===== config.mk =====
export PLATFORM = sky130hd
export DESIGN_NAME = instruction_fetch
export DESIGN_NICKNAME = d
export VERILOG_FILES = /design/src/rtl/fetch_pkg.sv /design/src/rtl/fetch_timeout_counter.sv /design/src/rtl/instruction_fetch.sv
export SDC_FILE = /design/constraint.sdc
export NUM_CORES = 1
export LEC_CHECK = 0
export ABC_AREA = 1
export BUFFER_PORTS_ARGS = -buffer_cell sky130_fd_sc_hd__clkbuf_2
export CORE_ASPECT_RATIO = 0.7
export CORE_MARGIN = 2
export CORE_UTILIZATION = 45
export DETAILED_ROUTE_END_ITERATION = 10
export GPL_ROUTABILITY_DRIVEN = 0
export HOLD_SLACK_MARGIN = 0.08
export PLACE_DENSITY = 0.85
export SYNTH_ARGS = -nofsm -noshare
export SYNTH_HDL_FRONTEND = slang
export SYNTH_HIERARCHICAL = 1
export SYNTH_SLANG_ARGS = --single-unit

===== constraint.sdc =====
create_clock -name clock -period 1.6 [get_ports clock]
set_input_delay 0.08 -clock clock [delete_from_list [all_inputs] [get_ports clock]]
set_output_delay 0.08 -clock clock [all_outputs]
set_load 0.03 [all_outputs]

===== src/rtl/fetch_pkg.sv =====
// Shared types and defaults for the instruction fetch stage.
package fetch_pkg;

  localparam int unsigned DEF_ADDR_W = 12;
  localparam int unsigned DEF_DATA_W = 32;
  localparam int unsigned NOP_WORD   = 0;

  typedef enum logic [1:0] {
    IDLE  = 2'd0,
    WAIT  = 2'd1,
    FAULT = 2'd2
  } fetch_state_t;

  // Counter width able to hold 0..terminal inclusive.
  function automatic int unsigned cnt_width(input int unsigned terminal);
    return (terminal < 1) ? 1 : $clog2(terminal + 1);
  endfunction

endpackage


===== src/rtl/fetch_timeout_counter.sv =====
// Counts WAIT cycles without acknowledge; saturates at TERMINAL and flags it.
module fetch_timeout_counter
  import fetch_pkg::*;
#(
  parameter int unsigned TERMINAL = 15
) (
  input  logic clock,
  input  logic resetCPU,
  input  logic en,
  input  logic clr,
  output logic terminal_c
);

  localparam int unsigned CNT_W = cnt_width(TERMINAL);

  logic [CNT_W-1:0] count;

  always_ff @(posedge clock or posedge resetCPU) begin
    if (resetCPU) begin
      count <= '0;
    end else if (clr) begin
      count <= '0;
    end else if (en && !terminal_c) begin
      count <= count + CNT_W'(1);
    end
  end

  assign terminal_c = (count == CNT_W'(TERMINAL));

endmodule


===== src/rtl/instruction_fetch.sv =====
// Fetch stage: one req/ack instruction-memory read per word, registered for decode.
// Optional memory timeout with sticky fault is enabled by defining FETCH_TIMEOUT_EN.
module instruction_fetch
  import fetch_pkg::*;
#(
  parameter int unsigned ADDR_W         = DEF_ADDR_W,
  parameter int unsigned DATA_W         = DEF_DATA_W,
  parameter int unsigned TIMEOUT_CYCLES = 15
) (
  input  logic              clock,
  input  logic              resetCPU,
  input  logic [ADDR_W-1:0] programCounter,
  input  logic              HLT,
  input  logic              flush,
  output logic              imem_req,
  output logic [ADDR_W-1:0] imem_addr,
  input  logic              imem_ack,
  input  logic [DATA_W-1:0] imem_rdata,
  output logic [DATA_W-1:0] instruction,
  output logic              instr_valid,
  output logic              fetch_stall,
  output logic              fetch_fault
);

  fetch_state_t state;
  logic         flush_pending;

  // The PC may advance only on the edge that completes the current fetch.
  assign fetch_stall = !((state == WAIT) && imem_ack);

`ifdef FETCH_TIMEOUT_EN
  logic timeout_c;

  fetch_timeout_counter #(
    .TERMINAL (TIMEOUT_CYCLES)
  ) u_timeout (
    .clock      (clock),
    .resetCPU   (resetCPU),
    .en         ((state == WAIT) && !imem_ack),
    .clr        ((state != WAIT) || imem_ack),
    .terminal_c (timeout_c)
  );
`else
  assign fetch_fault = 1'b0;
`endif

  always_ff @(posedge clock or posedge resetCPU) begin
    if (resetCPU) begin
      state         <= IDLE;
      imem_req      <= 1'b0;
      imem_addr     <= '0;
      instruction   <= DATA_W'(NOP_WORD);
      instr_valid   <= 1'b0;
      flush_pending <= 1'b0;
`ifdef FETCH_TIMEOUT_EN
      fetch_fault   <= 1'b0;
`endif
    end else begin
      instr_valid <= 1'b0;
      case (state)
        IDLE: begin
          if (!HLT) begin
            imem_addr <= programCounter;
            imem_req  <= 1'b1;
            state     <= WAIT;
          end
        end
        WAIT: begin
          // Request stays up until acknowledged, regardless of HLT or flush.
          if (imem_ack) begin
            imem_req <= 1'b0;
            state    <= IDLE;
            if (!flush_pending && !flush) begin
              instruction <= imem_rdata;
              instr_valid <= 1'b1;
            end else begin
              instruction   <= DATA_W'(NOP_WORD);
              flush_pending <= 1'b0;
            end
          end else begin
            if (flush) begin
              flush_pending <= 1'b1;
            end
`ifdef FETCH_TIMEOUT_EN
            if (timeout_c) begin
              imem_req    <= 1'b0;
              fetch_fault <= 1'b1;
              state       <= FAULT;
            end
`endif
          end
        end
        default: ;
      endcase
    end
  end

endmodule


==> reports/metrics.cfg <==
[route]
wl_per_cell_um=13.4
drt_iter0_markers=103
wl_um=5320
vias_per_cell=4.80
drt-pass1-iter-count=4
drc=0
dr_total_vias=1905
antenna_left=0

[status]
status=finished, final reports clean

[power_and_ir_drop]
power_density_nw_per_um2=1220
p_leak_nw=1.71
peakVddDrop_v=0.000747

[finish]
final_nets=393
layout.cells.most_common=clkbuf_2
diodes=0
final_cell_mix=95 x clkbuf_2, 88 x nand2_1, 47 x dfrtp_1, 46 x dlygate4sd3_1, 22 x nand3_1
syn2layout_area_growth_pct=57.9
nFillCells=269
drive_gt1_frac=0.357
seqCellArea_um2=1180
fin_cells=397
multi_input_area_um2=649

[synthesis]
netlist_instances=203
synth-compound-area-share=0.0364
synth.avg_cell_area_um2=9.49
synth_nets=252
synth_cell_type_count=18
synth.area.mux_share=0
ys_warn_count=6
synth.area.top_cells=dfrtp_1 61%, nand2_1 17%, nand3_1 5.7%, nand3_2 5.2%, o21ai_0 3.4%
synth_top_family_by_area=simple AND/OR/NAND/NOR gates
synth_largest_area_cell=dfrtp_1
synth_top_area_share=0.610
ys_ff_latch=47
synth-seq-area-share=0.610
synth_adder_area_share=0
synth-simple-area-share=0.299
syn_area_um2=1930
synth-xor-area-share=0

[timing]
relSlewSlack=0.654
fin_hold_ws_ps=176
finalSetupViolations=0
rsz0062_at_grt=false
finalMaxSlewViolations=0
fin_crit_ps=1490
period_share=0.929
hold_viol=0
tightest_slew_ps=518
finalClockSkew_ps=8.86
fmaxAchievable_mhz=673
fin_tns_setup_ps=0

[placement]
dp_cells=343
port_buffers=95
place_hpwl_um=3120

[clock_network]
cts_tree=built
path_clk_slew_ps=80
cts_buffers=5
clkSinkCount=47
ctsResizeCount=0
clock_latency_ps=290
cts_htree_levels=2
root_buffer=clkbuf_8
cts_buffer_depth=2

[floorplan]
die_x_um=82.2
die_y_um=58.8
core_um2=4020
io_pins=97
initial_core_util=0.480
rows=19
die_area_um2=4830

[critical_path]
crit_arrival_ps=1410
endpoint=fetch_stall
cp-start-kind=flop
criticalPathCategory=reg2out
rr_endpoint=instruction[31]$_DFFE_PP0P_
cp_data_required_time_ps=1520
ff2ff_setup_slack_ps=120
reg2reg_depth=4
worstPathMaxFanout=20
critPathCaptureType=output pin
reg2reg_from=imem_req$_DFFE_PP0P_
crit_start=imem_req$_DFFE_PP0P_

[grt]
antenna_found_initial=0
gr-total-overflow=0
grt_max_degree=34
grt_pass1_wl_um=8350
grtUsageTotal=0.233
grt_pass1_vias=1817

[min_path]
hold_path_class=in2reg

[job]
drv_cap=0

## how the worst min path moves through the flow
| stage | to | startpoint | depth (start not counted) |
|---|---|---|---|
| floorplan | instr_valid$_DFF_PP0_ | flush | 1 |
| global placement | instruction[22]$_DFFE_PP0P_ | resetCPU | 2 |
| detailed placement | instruction[26]$_DFFE_PP0P_ | resetCPU | 2 |
| CTS | imem_req$_DFFE_PP0P_ | HLT | 2 |
| global route | instruction[25]$_DFFE_PP0P_ | imem_ack | 4 |
| finish | imem_req$_DFFE_PP0P_ | HLT | 2 |
## synth_stat cells
master	number
a21oi_1	1
buf_2	5
buf_4	2
buf_6	2
buf_8	1
clkbuf_1	3
clkinv_2	1
conb_1	1
dfrtp_1	47
inv_1	2
nand2_1	88
nand2_4	1
nand3_1	22
nand3_2	10
nor2_1	2
nor2_2	1
nor3_2	1
o21ai_0	13
## cell type report
type                            instances  area share
Sequential cell                        47       0.387
Tap cell                               52      0.0214
Clock inverter                          2      0.0197
Clock buffer                            6      0.0239
Timing Repair Buffer                  147       0.331
Multi-Input combinational cell        140       0.213
Inverter                                3     0.00411
## worst max-delay path, stage by stage (launching register included)
cell and delay, ps:
dfrtp_1 410, nand2_4 180, buf_4 280, clkbuf_2 250
## flip-flops by register name, indices dropped and copies added (netlist names)
name / flops
imem_req: 1
flush_pending: 1
imem_addr: 12
instr_valid: 1
instruction: 32
## logic make-up after synthesis
family,after synthesis
AND/OR/NAND/NOR,125
other,1
AO/OA/AOI/OAI,14
buffers and inverters,16
flip-flops,47
## layer usage
layer	GRT usage	vias to the layer above	wire length, µm
met4	0.0429	0	23
li1	-	926	-
met3	0.0644	4	424
met1	0.290	881	2290
met5	0	-	0
met2	0.411	94	2580
## power by group
part           switching (mW)  internal (mW)
registers               0.124           1.39
clock network           0.371          0.624
logic                   0.803          0.380
total                    1.30           2.40
## timing repair
action,in CTS,in global routing
setup buffers,0,0
endpoints found under the hold margin,63,0
hold buffers,46,0
## through the flow
stage	setup slack [ps]	power [mW]	instance area [µm²]	util
after CTS	101	3.71	3040	0.757
after detailed placement	161	2.63	2450	0.609
after global routing	15.9	3.90	3040	0.757
after global placement	200	2.60	2450	0.609
final	113	3.70	3040	0.757
after floorplan	394	2.26	1930	-
Power figures use the tool's default switching activity.
